==> src/rtl/ram_port_arbiter_pkg.sv <==
// ram_port_arbiter_pkg
//   Shared types and constants for the two-port RAM arbiter.
//   port_id_t  : identifies a requester (0 = instruction fetch, 1 = load/store)
//   LOCK_CNT_W : width of the burst-lock counter (LOCK_MAX is limited to 255)
package ram_port_arbiter_pkg;

   typedef logic port_id_t;

   localparam port_id_t PORT_IFU = 1'b0;
   localparam port_id_t PORT_LSU = 1'b1;

   localparam int LOCK_CNT_W = 8;

endpackage : ram_port_arbiter_pkg

==> src/rtl/rr_lock_arbiter_2.sv <==
// rr_lock_arbiter_2
//   Two-requester round-robin arbiter with a bounded burst lock.
//   Ports:
//     clk, rst   : clock, asynchronous active-high reset
//     req_i[1:0] : request per port
//     lock_i[1:0]: burst-ownership request per port
//     gnt_o[1:0] : one-hot grant, combinational from req_i (all zero in reset)
//     gnt_vld_o  : some port is granted this cycle
//     gnt_id_o   : id of the granted port (port 0 when nothing is granted)
module rr_lock_arbiter_2
   import ram_port_arbiter_pkg::*;
#(
   parameter int LOCK_MAX = 8
) (
   input  logic       clk,
   input  logic       rst,
   input  logic [1:0] req_i,
   input  logic [1:0] lock_i,
   output logic [1:0] gnt_o,
   output logic       gnt_vld_o,
   output port_id_t   gnt_id_o
);

   localparam logic [LOCK_CNT_W:0] LOCK_LIMIT = LOCK_MAX[LOCK_CNT_W:0];

   port_id_t              rr_ptr_q, rr_ptr_d;
   logic [LOCK_CNT_W-1:0] lock_cnt_q, lock_cnt_d;
   logic [LOCK_CNT_W:0]   cnt_base;
   logic [LOCK_CNT_W:0]   cnt_inc;

   // Grant selection: a lone requester always wins, a tie goes to rr_ptr.
   always_comb begin
      gnt_vld_o = 1'b0;
      gnt_id_o  = PORT_IFU;
      if (!rst) begin
         unique case (req_i)
            2'b01:   begin gnt_vld_o = 1'b1; gnt_id_o = PORT_IFU; end
            2'b10:   begin gnt_vld_o = 1'b1; gnt_id_o = PORT_LSU; end
            2'b11:   begin gnt_vld_o = 1'b1; gnt_id_o = rr_ptr_q; end
            default: begin gnt_vld_o = 1'b0; gnt_id_o = PORT_IFU; end
         endcase
      end
      gnt_o = 2'b00;
      if (gnt_vld_o) gnt_o[gnt_id_o] = 1'b1;
   end

   // Pointer/lock update. A non-zero lock_cnt means rr_ptr names the port
   // that owns the current burst, so a grant to the other port restarts the
   // count from zero. The +1 is done one bit wider so LOCK_MAX=255 is safe.
   always_comb begin
      rr_ptr_d   = rr_ptr_q;
      lock_cnt_d = lock_cnt_q;
      cnt_base   = (rr_ptr_q == gnt_id_o) ? {1'b0, lock_cnt_q} : '0;
      cnt_inc    = cnt_base + 1'b1;
      if (gnt_vld_o) begin
         if (lock_i[gnt_id_o] && (cnt_inc < LOCK_LIMIT)) begin
            rr_ptr_d   = gnt_id_o;
            lock_cnt_d = cnt_inc[LOCK_CNT_W-1:0];
         end else begin
            rr_ptr_d   = ~gnt_id_o;
            lock_cnt_d = '0;
         end
      end
   end

   always_ff @(posedge clk or posedge rst) begin
      if (rst) begin
         rr_ptr_q   <= PORT_IFU;
         lock_cnt_q <= '0;
      end else begin
         rr_ptr_q   <= rr_ptr_d;
         lock_cnt_q <= lock_cnt_d;
      end
   end

endmodule : rr_lock_arbiter_2

==> src/rtl/ram_port_arbiter.sv <==
// ram_port_arbiter
//   Shares one single-port synchronous RAM (1-cycle read latency, write-first
//   readout) between two requesters and routes each response back.
//   Ports:
//     clk, rst              : clock, asynchronous active-high reset
//     mN_req/we/lock/addr/wdata : request side of port N (N = 0, 1)
//     mN_gnt                : request accepted this cycle (combinational)
//     mN_rvalid/rdata       : response, exactly one cycle after mN_gnt
//     ram_en/we/addr/di     : RAM command, muxed from the granted port
//     ram_dout              : RAM data, valid one cycle after ram_en
//
//   Handshake: a requester raises mN_req with stable we/addr/wdata and keeps
//   them until mN_gnt is high in the same cycle; that cycle is the transfer.
//   Every transfer (read or write) yields one mN_rvalid pulse the next cycle;
//   responses cannot be back-pressured.
module ram_port_arbiter
   import ram_port_arbiter_pkg::*;
#(
   parameter int WIDTH    = 32,
   parameter int AW       = 10,
   parameter int LOCK_MAX = 8
) (
   input  logic             clk,
   input  logic             rst,
   input  logic             m0_req,
   input  logic             m0_we,
   input  logic             m0_lock,
   input  logic [AW-1:0]    m0_addr,
   input  logic [WIDTH-1:0] m0_wdata,
   output logic             m0_gnt,
   output logic             m0_rvalid,
   output logic [WIDTH-1:0] m0_rdata,
   input  logic             m1_req,
   input  logic             m1_we,
   input  logic             m1_lock,
   input  logic [AW-1:0]    m1_addr,
   input  logic [WIDTH-1:0] m1_wdata,
   output logic             m1_gnt,
   output logic             m1_rvalid,
   output logic [WIDTH-1:0] m1_rdata,
   output logic             ram_en,
   output logic             ram_we,
   output logic [AW-1:0]    ram_addr,
   output logic [WIDTH-1:0] ram_di,
   input  logic [WIDTH-1:0] ram_dout
);

   logic [1:0] gnt;
   logic       gnt_vld;
   port_id_t   gnt_id;
   logic       sel_lsu;

   logic       resp_vld_q, resp_vld_d;
   port_id_t   resp_id_q, resp_id_d;

   rr_lock_arbiter_2 #(
      .LOCK_MAX (LOCK_MAX)
   ) u_arb (
      .clk       (clk),
      .rst       (rst),
      .req_i     ({m1_req, m0_req}),
      .lock_i    ({m1_lock, m0_lock}),
      .gnt_o     (gnt),
      .gnt_vld_o (gnt_vld),
      .gnt_id_o  (gnt_id)
   );

   assign m0_gnt = gnt[PORT_IFU];
   assign m1_gnt = gnt[PORT_LSU];
   assign ram_en = gnt_vld;

   // With no grant the address/data follow port 0; only ram_we is gated.
   assign sel_lsu  = gnt_vld && (gnt_id == PORT_LSU);
   assign ram_we   = gnt_vld && (sel_lsu ? m1_we : m0_we);
   assign ram_addr = sel_lsu ? m1_addr  : m0_addr;
   assign ram_di   = sel_lsu ? m1_wdata : m0_wdata;

   always_comb begin
      resp_vld_d = gnt_vld;
      resp_id_d  = gnt_vld ? gnt_id : resp_id_q;
   end

   always_ff @(posedge clk or posedge rst) begin
      if (rst) begin
         resp_vld_q <= 1'b0;
         resp_id_q  <= PORT_IFU;
      end else begin
         resp_vld_q <= resp_vld_d;
         resp_id_q  <= resp_id_d;
      end
   end

   // rdata comes straight from the RAM; it is zeroed when the port has no
   // response so the idle/reset value is deterministic.
   assign m0_rvalid = resp_vld_q && (resp_id_q == PORT_IFU);
   assign m1_rvalid = resp_vld_q && (resp_id_q == PORT_LSU);
   assign m0_rdata  = m0_rvalid ? ram_dout : '0;
   assign m1_rdata  = m1_rvalid ? ram_dout : '0;

endmodule : ram_port_arbiter

==> config.mk <==
export PLATFORM = sky130hd
export DESIGN_NAME = ram_port_arbiter
export DESIGN_NICKNAME = d
export VERILOG_FILES = /design/src/rtl/ram_port_arbiter_pkg.sv /design/src/rtl/rr_lock_arbiter_2.sv /design/src/rtl/ram_port_arbiter.sv
export SDC_FILE = /design/constraint.sdc
export NUM_CORES = 1
export LEC_CHECK = 0
export CORE_AREA = 2 2 91 93
export CTS_BUF_LIST = sky130_fd_sc_hd__clkbuf_4 sky130_fd_sc_hd__clkbuf_8
export DETAILED_ROUTE_END_ITERATION = 7
export DIE_AREA = 0 0 93 95
export PLACE_DENSITY = 0.75
export SLEW_MARGIN = 10
export SYNTH_ARGS = -nofsm -noshare
export SYNTH_HDL_FRONTEND = slang
export SYNTH_SLANG_ARGS = --single-unit
==> constraint.sdc <==
create_clock -name clk -period 1.7 [get_ports clk]
set_input_delay 0.34 -clock clk [delete_from_list [all_inputs] [get_ports clk]]
set_output_delay 0.34 -clock clk [all_outputs]
set_load 0.1 [all_outputs]
==> After elaboration in Yosys (flattened, before gate mapping) <==
Cells that the tools add are included.
{ "totals": {"out_inout_bits": 112, "ff_bits": 11} }
{ "op_classes": {"n_reduce_logical": 7, "add_sub_neg": 1, "order_cmp": 3, "eq_ne": 4, "bitwise": 2, "n_mux": 17} }
{ "op_table": {"columns": ["operator", "count"], "rows": [
  ["32-bit 2-to-1 mux", 3],
  ["8-bit 2-to-1 mux", 2],
  ["10-bit 2-to-1 mux", 1],
  ["9-bit by 1-bit adder with 9-bit output (second input constant)", 1],
  ["9-bit by 4-bit < comparator with 1-bit output (second input constant)", 1],
  ["1-bit 2-to-1 mux", 8],
  ["1-bit logical AND", 6],
  ["2-bit equality test (second input constant)", 2],
  ["3-bit OR reduction", 1],
  ["2-bit by 1-bit equality test with 1-bit output (second input constant)", 1],
  ["1-bit by 2-bit < comparator with 1-bit output (second input constant)", 1],
  ["2-bit 2-to-1 mux", 1],
  ["1-bit inverter", 2],
  ["1-bit case mux with 2 select lines", 1],
  ["1-bit demux with 1-bit select", 1],
  ["1-bit equality test", 1],
  ["1-bit greater-or-equal comparator (second input constant)", 1]
]} }

==> Longest topological paths before layout <==
{ "logic_depth": {"ltp_word": 9, "ltp_mapped": 8} }

==> Modules after synthesis <==
Synthesis repeated with hierarchy kept, for this count alone.
{ "unflattened": {"hier_cells": 202, "hier_area_um2": 1850.5} }
{ "by_module_without_submodules": {"columns": ["mod", "cells_each", "n_inst", "seq_area_each_um2", "area_each_um2"], "rows": [
  ["ram_port_arbiter", 129, 1, 50.0, 1212.4],
  ["rr_lock_arbiter_2", 73, 1, 225.2, 638.1]
]} }

==> Worst setup path before layout <==
No wires, ideal clock.
{ "synth_timing": {"path_type": "flip-flop to output port", "start": "reg u_arb.rr_ptr_q", "end": "out ram_we", "stages_incl_launch_ff": 7, "t_required_ps": 1360, "path_slack_ps": -1765, "arrival_time_ps": 3125, "cell_sequence": "dfrtp_1 -> inv_1 -> a21oi_4 -> buf_6 -> buf_6 -> nor2_1 -> a22o_1"} }
{ "synth_via": {"elab_chain_cells": 5} }
{ "synth_rtl": {"columns": ["item", "line_no", "source"], "rows": [
  ["start: declaration", "rr_lock_arbiter_2.sv:26", "port_id_t rr_ptr_q, rr_ptr_d;"],
  ["start signal: assignment", "rr_lock_arbiter_2.sv:71", "rr_ptr_q <= rr_ptr_d;"],
  ["1-bit case mux with 2 select lines", "rr_lock_arbiter_2.sv:36", "unique case (req_i)"],
  ["1-bit 2-to-1 mux", "rr_lock_arbiter_2.sv:35", "if (!rst) begin"],
  ["1-bit logical AND", "ram_port_arbiter.sv:73", "assign sel_lsu = gnt_vld && (gnt_id == PORT_LSU);"],
  ["1-bit 2-to-1 mux", "ram_port_arbiter.sv:74", "assign ram_we = gnt_vld && (sel_lsu ? m1_we : m0_we);"],
  ["1-bit logical AND", "ram_port_arbiter.sv:74", null],
  ["end: declaration", "ram_port_arbiter.sv:42", "output logic ram_we,"]
]} }
Every way passes these cells.

==> Worst setup path after layout <==
{ "layout_timing": {"start": "reg u_arb.rr_ptr_q", "end": "out ram_di[14]"} }
{ "layout_via": {"elab_chain_cells": 4} }
{ "layout_rtl": {"columns": ["item", "line_no", "source"], "rows": [
  ["1-bit case mux with 2 select lines", "rr_lock_arbiter_2.sv:36", null],
  ["1-bit 2-to-1 mux", "rr_lock_arbiter_2.sv:35", null],
  ["1-bit logical AND", "ram_port_arbiter.sv:73", null],
  ["32-bit 2-to-1 mux", "ram_port_arbiter.sv:76", "assign ram_di = sel_lsu ? m1_wdata : m0_wdata;"],
  ["end: declaration", "ram_port_arbiter.sv:44", "output logic [WIDTH-1:0] ram_di,"]
]} }
Every way passes these cells.

==> flow_metrics.tcl <==
set metrics [dict create \
    status "finished, violations left" \
    violations "negative setup slack" \
    antenna_cells 0 \
    cts_buffers 3 \
    cts_tree "built" \
    vias 2441 \
    synth_area_mm2 0.00153 \
    synth_seq_cells 11 \
    vdd_ir_drop_max_mv 0.535 \
    cts_buffer_depth 2 \
    power.leakage_nw 2.68 \
    required_ns 1.36 \
    ys_top_cells_by_count "mux2_2 (42), and2_1 (40), and3_1 (32), dfrtp_1 (11), clkbuf_1 (9)" \
    grt_max_degree 35 \
    max-slew-margin-rel 0.707 \
    synth_edf_count 0 \
    ys_top_cells_by_area "mux2_2 (31%), dfrtp_1 (18%), and2_1 (16%), and3_1 (13%), clkbuf_1 (2.2%)" \
    powerDensity_mw_per_mm2 627 \
    tightest_slew_ns 0.435 \
    period_needed_ns 2.01 \
    startpoint "u_arb.rr_ptr_q$_DFFE_PP0P_" \
    grt_pass1_wl_um 14800 \
    min_path_type "input port to async pin" \
    start_util 0.193 \
    drc 0 \
    max_cap_violations 0 \
    max_freq_ghz 0.497 \
    hold_viol 0 \
    drive_gt1_frac 0.647 \
    ys.flop_type "dfrtp_1" \
    finClkSkew_ns 0.00223 \
    finalPower_mw 3.81 \
    cp-start-kind "flip-flop" \
    rr_endpoint "u_arb.lock_cnt_q[0]$_DFFE_PP0P_" \
    die_width_um 93 \
    drv_slew 0 \
    netlist_instances 176 \
    fp.dieH_um 95 \
    clk_pin_slew_ns 0.05 \
    wl_per_cell_um 19.8 \
    cts_sinks 11 \
    core.rowCount 33 \
    ant_nets 0 \
    syn_nets 301 \
    nNetsFinal 568 \
    syn_to_final_growth_pct 297 \
    fin_ws_ns -0.312 \
    drt-total-wl_um 10800 \
    grt_pass1_vias 2506 \
    yosys_warnings 0 \
    critPathArrivalTime_ns 1.67 \
    async_reset_ff_frac 1.00 \
    ys_seq_area_frac 0.180 \
    critical_path_class "flip-flop to output port" \
    first_pass_iters 4 \
    groute.usage.overall 0.217 \
    via_per_inst 4.46 \
    r2r_cells 9 \
    ios 236 \
    dp.final_hpwl_um 8240 \
    synth_top_area_cell "mux2_2" \
    avgSynthCellArea_um2 8.71 \
    setup_viol 82 \
    core_area_mm2 0.00793 \
    rsz0062_at_grt "true" \
    r2r-start "u_arb.rr_ptr_q$_DFFE_PP0P_" \
    ys_types 29 \
    crit_fanout 7 \
    die_area_mm2 0.00884 \
    antenna_found_initial 0 \
    timing.final.crit_share 1.18 \
    gr-total-overflow 0 \
    rrSetupSlack_ns -0.24 \
    synthMostInstantiatedCell "mux2_2" \
    cts_hold_buf 0 \
    cts_max_level 1 \
    clk_latency_ns 0.23 \
    drt_iter0_drc 58 \
    crit_path_end_kind "output port" \
    hold-worst-slack_ns 0.163 \
    io_buffers 235 \
    place_congestion 0.891 \
    synth_top_cell_area_share 0.309 \
    cts-root-buf "clkbuf_8" \
]
## logic make-up (layout without fill, tap and decap cells)
logic type,after synthesis,count (layout),share of synthesized area
muxes,44,44,0.322
adders and majority gates,1,1,0.00816
AOI/OAI and AO/OA,13,13,0.0718
xor gates and xnor gates,1,1,0.00572
buffers and inverters,19,285,0.0669
and+or+nand+nor,87,87,0.346
DFF,11,11,0.180
## layout by cell type (no fill, tap or decap), types with 2 or more instances in the layout
| master | count |
|---|---|
| clkdlybuf4s50_1 | 120 |
| buf_12 | 119 |
| mux2_4 | 42 |
| and2_4 | 35 |
| buf_4 | 17 |
| and3_4 | 15 |
| and3_2 | 15 |
| buf_6 | 12 |
| dfrtp_1 | 11 |
| nand2_1 | 7 |
| and2_1 | 5 |
| o21ai_2 | 4 |
| clkbuf_16 | 4 |
| inv_1 | 3 |
| clkbuf_8 | 3 |
| nor2_4 | 2 |
| and3_1 | 2 |
| buf_8 | 2 |
## power breakdown
part	switching, mW	internal [mW]
Clock	0.0911	0.180
Combinational	1.84	1.39
Sequential	0.0243	0.282
Total	1.96	1.85
## through the flow
step / cells / TNS [ns] / setup WS, ns / utilization / area (µm²)
finish: 547 / -16.68 / -0.312 / 0.767 / 6080
global placement: 527 / -27.75 / -0.622 / 0.702 / 5570
detailed placement: 527 / -29.22 / -0.722 / 0.702 / 5570
global route: 547 / -20.02 / -0.348 / 0.767 / 6080
floorplan: 176 / -3.60 / -0.390 / - / 1790
CTS: 540 / -14.38 / -0.350 / 0.742 / 5880
## critical path: stages (launching register included)
cell     delay (ns)
dfrtp_1        0.38
inv_2          0.06
a21oi_4        0.17
buf_12         0.17
buf_12         0.14
mux2_4         0.33
buf_12         0.17
## per-layer routing
| metal | share of wire | wire (µm) | global-route usage |
|---|---|---|---|
| met5 | 0 | 0 | 0 |
| met4 | 0.018 | 199 | 0.0392 |
| met3 | 0.046 | 502 | 0.0319 |
| met1 | 0.37 | 3990 | 0.251 |
| met2 | 0.57 | 6140 | 0.425 |
## state kept, by name, indices dropped and copies added (netlist names)
name,count
u_arb.rr_ptr_q,1
resp_id_q,1
u_arb.lock_cnt_q,8
resp_vld_q,1
## layout make-up
type	count	area, µm²
timing repair buffer	277	4010
multi-input combinational	146	1600
inverter	4	15.0
tap	105	131
sequential	11	275
clock buffer	4	48.8
fill	491	1850
## what timing repair did
item                       in CTS  in global routing
pin swaps                      24                 14
setup endpoints to repair      53                115
setup buffers                   6                  4
resized for setup              51                 35
gates cloned                    3                  4
## worst max path at each step
stage	end	slack (ns)	depth (start not counted)
after floorplan	ram_we	-0.39	6
after global placement	u_arb.lock_cnt_q[0]$_DFFE_PP0P_	-0.62	9
after detailed placement	u_arb.lock_cnt_q[1]$_DFFE_PP0P_	-0.72	9
after CTS	ram_di[18]	-0.35	7
after global routing	ram_di[14]	-0.35	6
final	ram_di[14]	-0.31	6
No activity file was read; power rests on OpenSTA's default activity.
